<file path="src/rtl/display_channel_selector.sv">
// Debounced, edge-triggered channel navigator with freeze for the 7-segment display path.
// Optional macro DISPLAY_AUTOSCAN_EN adds the auto_en port and a timed channel scan.

module display_btn_debounce #(
  parameter int DEBOUNCE_CYCLES = 1000000
) (
  input  logic clk,
  input  logic reset,
  input  logic btn,
  output logic press
);
  localparam int CNT_W = $clog2(DEBOUNCE_CYCLES);
  localparam logic [CNT_W-1:0] CNT_LAST = CNT_W'(DEBOUNCE_CYCLES - 1);

  logic [1:0]       sync;
  logic             stable;
  logic [CNT_W-1:0] cnt;

  // press is registered on the 0->1 update of the stable level; releases only move stable
  always_ff @(posedge clk or negedge reset) begin
    if (!reset) begin
      sync   <= '0;
      stable <= 1'b0;
      cnt    <= '0;
      press  <= 1'b0;
    end else begin
      sync  <= {sync[0], btn};
      press <= 1'b0;
      if (sync[1] == stable) begin
        cnt <= '0;
      end else if (cnt == CNT_LAST) begin
        cnt    <= '0;
        stable <= sync[1];
        press  <= sync[1];
      end else begin
        cnt <= cnt + 1'b1;
      end
    end
  end
endmodule

module display_channel_selector #(
  parameter int NUM_CH          = 4,
  parameter int SEL_W           = 2,
  parameter int DATA_W          = 32,
  parameter int DEBOUNCE_CYCLES = 1000000,
  parameter int SCAN_TICKS      = 200000000
) (
  input  logic                     clk,
  input  logic                     reset,
  input  logic                     btn_home,
  input  logic                     btn_next,
  input  logic                     btn_prev,
  input  logic                     btn_freeze,
  input  logic [NUM_CH*DATA_W-1:0] ch_data,
`ifdef DISPLAY_AUTOSCAN_EN
  input  logic                     auto_en,
`endif
  output logic [DATA_W-1:0]        disp_data,
  output logic [SEL_W-1:0]         cur_ch,
  output logic                     frozen,
  output logic                     ch_changed
);
  localparam int NUM_BTN = 4;
  localparam logic [SEL_W-1:0] CH_LAST = SEL_W'(NUM_CH - 1);

  typedef struct packed {
    logic freeze;
    logic prev;
    logic next;
    logic home;
  } btn_t;

  if (NUM_CH < 2 || NUM_CH > 2**SEL_W || DEBOUNCE_CYCLES < 2 || SCAN_TICKS < 2) begin : g_bad_param
    $error("display_channel_selector: illegal parameterisation");
  end

  logic [NUM_BTN-1:0] raw, pressed;
  btn_t               p;

  assign raw = {btn_freeze, btn_prev, btn_next, btn_home};
  assign p   = pressed;

  display_btn_debounce #(.DEBOUNCE_CYCLES(DEBOUNCE_CYCLES)) u_db [NUM_BTN-1:0] (
    .clk   (clk),
    .reset (reset),
    .btn   (raw),
    .press (pressed)
  );

  logic [NUM_CH-1:0][DATA_W-1:0] ch_arr;
  logic [SEL_W-1:0]              ch_inc, ch_dec, ch_nx;
  logic                          any_nav, ch_move, frozen_nx, scan_tick;

  assign ch_arr  = ch_data;
  assign ch_inc  = (cur_ch == CH_LAST) ? '0 : cur_ch + 1'b1;
  assign ch_dec  = (cur_ch == '0) ? CH_LAST : cur_ch - 1'b1;
  assign any_nav = p.home | p.next | p.prev;

`ifdef DISPLAY_AUTOSCAN_EN
  localparam int SCAN_W = $clog2(SCAN_TICKS);
  localparam logic [SCAN_W-1:0] SCAN_LAST = SCAN_W'(SCAN_TICKS - 1);

  logic [SCAN_W-1:0] scan_cnt;

  assign scan_tick = auto_en & ~frozen & (scan_cnt == SCAN_LAST);

  // any accepted press restarts the dwell, so a manual move is never followed by an early scan step
  always_ff @(posedge clk or negedge reset) begin
    if (!reset) begin
      scan_cnt <= '0;
    end else if (!auto_en || (|pressed) || (frozen_nx & ~frozen)) begin
      scan_cnt <= '0;
    end else if (!frozen) begin
      scan_cnt <= scan_tick ? '0 : scan_cnt + 1'b1;
    end
  end
`else
  assign scan_tick = 1'b0;
`endif

  always_comb begin
    ch_nx = cur_ch;
    if (p.home)                 ch_nx = '0;
    else if (p.next & ~p.prev)  ch_nx = ch_inc;
    else if (p.prev & ~p.next)  ch_nx = ch_dec;
    else if (!any_nav && scan_tick) ch_nx = ch_inc;
    ch_move = (ch_nx != cur_ch);

    frozen_nx = frozen;
    if (p.freeze) frozen_nx = any_nav ? 1'b0 : ~frozen;
    if (ch_move)  frozen_nx = 1'b0;
  end

  // disp_data holds from the very edge freeze is entered, using the next-state flag
  always_ff @(posedge clk or negedge reset) begin
    if (!reset) begin
      cur_ch     <= '0;
      disp_data  <= '0;
      frozen     <= 1'b0;
      ch_changed <= 1'b0;
    end else begin
      cur_ch     <= ch_nx;
      ch_changed <= ch_move;
      frozen     <= frozen_nx;
      if (!frozen_nx) disp_data <= ch_arr[cur_ch];
    end
  end
endmodule
</file>
<file path="config.mk">
export PLATFORM = sky130hd
export DESIGN_NAME = display_channel_selector
export DESIGN_NICKNAME = d
export VERILOG_FILES = /design/src/rtl/display_channel_selector.sv
export SDC_FILE = /design/constraint.sdc
export NUM_CORES = 1
export LEC_CHECK = 0
export CORE_ASPECT_RATIO = 1.4
export CORE_MARGIN = 2
export CORE_UTILIZATION = 34
export CTS_CLUSTER_SIZE = 8
export DETAILED_ROUTE_END_ITERATION = 7
export PLACE_DENSITY = 0.69
export SLEW_MARGIN = 10
export SYNTH_ARGS = -nofsm -noshare
export SYNTH_HDL_FRONTEND = slang
export SYNTH_SLANG_ARGS = --single-unit
</file>
<file path="constraint.sdc">
create_clock -name clk -period 4.27 [get_ports clk]
set_clock_uncertainty 0.15 [all_clocks]
set_input_delay 0.6405 -clock clk [delete_from_list [all_inputs] [get_ports clk]]
set_output_delay 0.6405 -clock clk [all_outputs]
set_load 0.01 [all_outputs]
</file>
Word level (Yosys, flattened, before mapping). Index checks and enable logic that the tools add are counted.

Add/sub/neg operators: 6. $mul: 0. Div/mod/pow operators: 0. Order comparisons: 1. Equality and inequality tests: 10. Shift-type cells: 0. Mux-type cells: 26. Bitwise logic cells: 11. Reduce and logical (&&, ||, !) cells: 5.

Operator list (count): $mux W20 (8); $add A20 B1 Y20 const B (4); $eq A20 B20 Y1 const B (4); $bmux W32 S2 (1); $mux W32 (1); $mux W1 (11); $mux W2 (5); $reduce_and A2 Y1 (4); $not A1 Y1 (7); $eq A1 B1 Y1 (4); $lt A2 B3 Y1 const B (1); $add A2 B1 Y2 const B (1); $and A1 B1 Y1 (2); $eq A2 B2 Y1 const B (1); $logic_not A2 Y1 (1); $ne A2 B2 Y1 (1); $or A1 B1 Y1 (2); $sub A2 B1 Y2 const B (1).

Flip-flop bits (word level): 132. Latch bits: 0. RAM bits: 0. Memory bits (read-only): 0. Input port bits: 134. Word-level logic and storage cells: 79. Memories kept: 0.

Logic depth before layout (Yosys ltp).
Depth in word-level cells: 7. Gate-level depth with buffers: 11. Depth with buffers taken out: 7.

Modules after synthesis. Synthesis repeated with hierarchy kept, for this count alone.

Cells, all modules: 599. Area, all modules: 6810.3 sq um.

Modules (own cells, without submodules): display_btn_debounce at u_db[0] ... (instances 3, cells each 116, area an instance 1136.1 sq um); display_channel_selector (instances 1, cells each 141, area an instance 2264.7 sq um); display_btn_debounce at u_db[1] (instances 1, cells each 110, area an instance 1137.3 sq um).

Worst setup path after synthesis. No wires, ideal clock.

Kind: flip-flop to flip-flop. Start point: reg cur_ch[0]. End point: reg disp_data[0]. Setup time: 125 ps. Data arrival time: 2852 ps. Data required time: 3995 ps. Setup slack: 1143 ps. Cell stages (with the launch flop): 11. Buffers on the path: 4. Cells stage by stage: dfrtp_1 buf_2 buf_1 inv_1 ha_1 nor4b_2 a2111oi_2 and3_1 buf_6 buf_12 mux2_4.

Word-level cells in the longest chain between the ends: 7.

RTL lines: from (decl) (RTL line 60) `output logic [SEL_W-1:0] cur_ch,`; from (signal assigned) (RTL line 143) `cur_ch <= ch_nx;`; $sub A2 B1 Y2 or $logic_not A2 Y1 (tied branches) (RTL line 97) `assign ch_dec = (cur_ch == '0) ? CH_LAST : cur_ch - 1'b1;`; $mux W2 (RTL line 97); $mux W2 (RTL line 126) `else if (p.prev & ~p.next) ch_nx = ch_dec;`; $mux W2 (RTL line 125) `else if (p.next & ~p.prev) ch_nx = ch_inc;`; $mux W2 (RTL line 124) `if (p.home) ch_nx = '0;`; $ne A2 B2 Y1 (RTL line 128) `ch_move = (ch_nx != cur_ch);`; $mux W1 (RTL line 132) `if (ch_move) frozen_nx = 1'b0;`; to (signal assigned) (RTL line 146) `if (!frozen_nx) disp_data <= ch_arr[cur_ch];`; to (decl) (RTL line 59) `output logic [DATA_W-1:0] disp_data,`.

Several ways; a longest one is shown, not always the timed one. The select of a mux whose other input is x is not followed. A chain may end at the register's enable or synchronous reset.

Worst setup path after layout.
Start point: reg cur_ch[1]. End point: reg disp_data[21].

Same word-level chain as after synthesis.

==> flow_summary.ini <==
[setup_path]
crit_fanout = 33
path_buf_inv = 1
reg2reg_slack_ps = 970
path_class = reg -> reg
cp.arrival_ps = 3440
crit_start = cur_ch[1]
r2r-start = cur_ch[1]
cp_cell_sequence = inv_1 -> ha_1 -> nor4b_2 -> a2111oi_2 -> and3_2 -> mux2_1
slowest_stage = and3_2
start_kind = flip-flop
crit_path_max_incr_delay_ps = 950
worstPathRequired_ps = 4410
path_delay_family = simple AND/OR/NAND/NOR gates
endpoint_kind = flip-flop

[synth]
synth_async_sr_flop_share_pct = 100.0
syn-cell-area_mm2 = 0.006768
syn_inst = 567
synth_nets = 707
ys_seq_area_share_pct = 48.81
ys_ff_latch = 132
ys.flop_type = dfrtp_1
avgSynthCellArea_um2 = 11.94
synth_edf_count = 0
yosysUniqueCellTypes = 48
yosys_warnings = 0

[floorplan]
core.rowCount = 61
die_y_um = 170.9
num_io_pins = 170
die_area_mm2 = 0.02107
core-area_mm2 = 0.01969
start_util_pct = 34.37
die_w_um = 123.2

[sta]
max_freq_ghz = 0.3032
setup-violations-final = 0
tightest_slew_ps = 1035
fin_crit_sh_pct = 77.23
hold_viol_final = 0
maxSlewHeadroom_pct = 31.03
slew_viol_final = 0
fin_setup_tns_ps = 0
setup_slack_ps = 972.4
layout_min_cycle_time_ps = 3298
rsz0062_at_grt = no

[run_status]
outcome = completed

[final_layout]
syn_to_final_growth_pct = 36.35
antenna_cells = 0
utilization_pct = 46.86
fin_nets = 878
final_cells = 1002
layout-drive-gt1-share_pct = 14.80
final_common_cell = clkdlybuf4s50_1
final_cell_mix = 168 x clkdlybuf4s50_1, 130 x dfrtp_1, 95 x nor2_1, 43 x xor2_1, 33 x nand3_1

[route]
finalWirelength_um = 15610
drt-vias-per-instance = 4.882
ant_nets = 0
drt_iter0_drc = 191
wl_per_cell_um = 15.57
drc = 0
firstDrtPassIters = 5
vias = 4892

[power_and_ir_drop]
p_per_area_mw_per_mm2 = 322.5
ir_drop_mv = 0.2695
leakagePower_nw = 3.718

[placement]
gp_congestion = 0.7723
place_inst = 971
port_buffers = 169
dp_hpwl_um = 11600
place_ws_ps = 921.7

[grt]
grt-ovfl-total = 0
antenna_found_initial = 0
grt_pass1_wl_um = 25130
grt_pass1_vias = 5100
grt_max_degree = 71
grtUsageTotal_pct = 15.28

[clock_network]
post_cts_resized = 0
numCtsBuffers = 17
cts_max_path_buffers = 2
cts_sinks = 132
cts_tree = done
clkSlewWorstSetupHoldPaths_ps = 60
holdBufCountCts = 0
root_buffer = clkbuf_16
cts_max_level = 4
clk_latency_ps = 420
cts_setup_buffers = 0

[run]
max_cap_viol_count = 0

[worst_hold_path]
hp-class = in -> async
-- synthesized netlist by cell type (2+ instances only) --
master / number / area share, %
mux4_2: 32 / 11
or2_2: 2 / 0.18
xor2_1: 43 / 5.6
nor3_1: 10 / 0.74
buf_6: 2 / 0.33
mux2_2: 4 / 0.67
or2_1: 2 / 0.18
buf_2: 8 / 0.59
mux2_4: 29 / 6.4
mux2_1: 4 / 0.67
dfrtp_1: 132 / 49
a211oi_1: 2 / 0.22
o21ai_0: 3 / 0.22
clkbuf_1: 5 / 0.28
buf_12: 3 / 0.89
nand2b_1: 4 / 0.37
nand3_1: 33 / 2.4
ha_1: 6 / 1.1
nor2_1: 95 / 5.3
xnor2_1: 32 / 4.1
nor4_1: 13 / 1.2
nor4bb_1: 2 / 0.30
nand2_1: 31 / 1.7
nand4b_1: 2 / 0.26
nor3b_1: 2 / 0.22
nor4b_1: 2 / 0.26
and4_1: 4 / 0.52
nand4_1: 17 / 1.6
and3_1: 15 / 1.4
inv_1: 10 / 0.55
-- per-stage QoR --
stage          instance area [um2]  hold WS, ps  power [mW]
3_5_place_dp                  8652        186.3       1.597
6_report                      9228        57.70       2.976
4_1_cts                       9228        81.08       3.014
2_1_floorplan                 6768        181.2       1.400
3_3_place_gp                  8652        186.1       1.593
5_1_grt                       9228        106.6       3.099
-- power by group --
part           leakage [nW]  switching [mW]  internal (mW)  total (mW)
sequential             1.74          0.0219           1.28        1.30
clock                 0.275           0.533          0.871        1.40
combinational          1.70          0.0883          0.181       0.270
-- cell type report --
type,instances,area [um2]
multi-input cells,404,3271
repair buffers,173,1723
clock buffers,19,442.9
inverters,10,37.54
well taps,252,315.3
flip-flops and latches,132,3306
fillers,1797,10460
clock inverters,12,132.6
-- state kept, by name (all words and copies together), names as in the netlist --
signal       flops
u_db.cnt        80
disp_data       32
u_db.sync        8
u_db.press       4
u_db.stable      4
cur_ch           2
ch_changed       1
frozen           1
-- final timing paths --
kind,to,cells past startpoint
max,disp_data[21],6
min,u_db[1].cnt[18],1
max reg2reg,disp_data[21],6
min reg2reg,u_db[1].sync[1],0
max in group asynchronous,disp_data[24],2
min in group clk,u_db[1].sync[1],0
-- metal layers --
metal  GRT usage (%)  routed length (um)
met1           16.51                6095
met2           28.17                8076
met3           3.867                1183
met4           5.731                 251
met5               0                   0
-- cells by family (layout without fill, tap and decap cells) --
kind of cell / after synthesis / in the layout / share of synthesized area [%]
AND/OR/NAND/NOR: 243 / 243 / 17.90
flip-flops: 132 / 132 / 48.81
XOR/XNOR: 75 / 75 / 9.706
multiplexers: 69 / 69 / 18.41
buffers and inverters: 31 / 214 / 2.884
AO/OA/AOI/OAI: 11 / 11 / 1.183
adder cells (fa/ha/maj): 6 / 6 / 1.109
-- worst register-to-register path, cell delays in order (launching register included) --
cell	delay [ps]
dfrtp_2	620
inv_1	120
ha_1	380
nor4b_2	190
a2111oi_2	370
and3_2	950
mux2_1	400
Power figures use the tool's default switching activity.
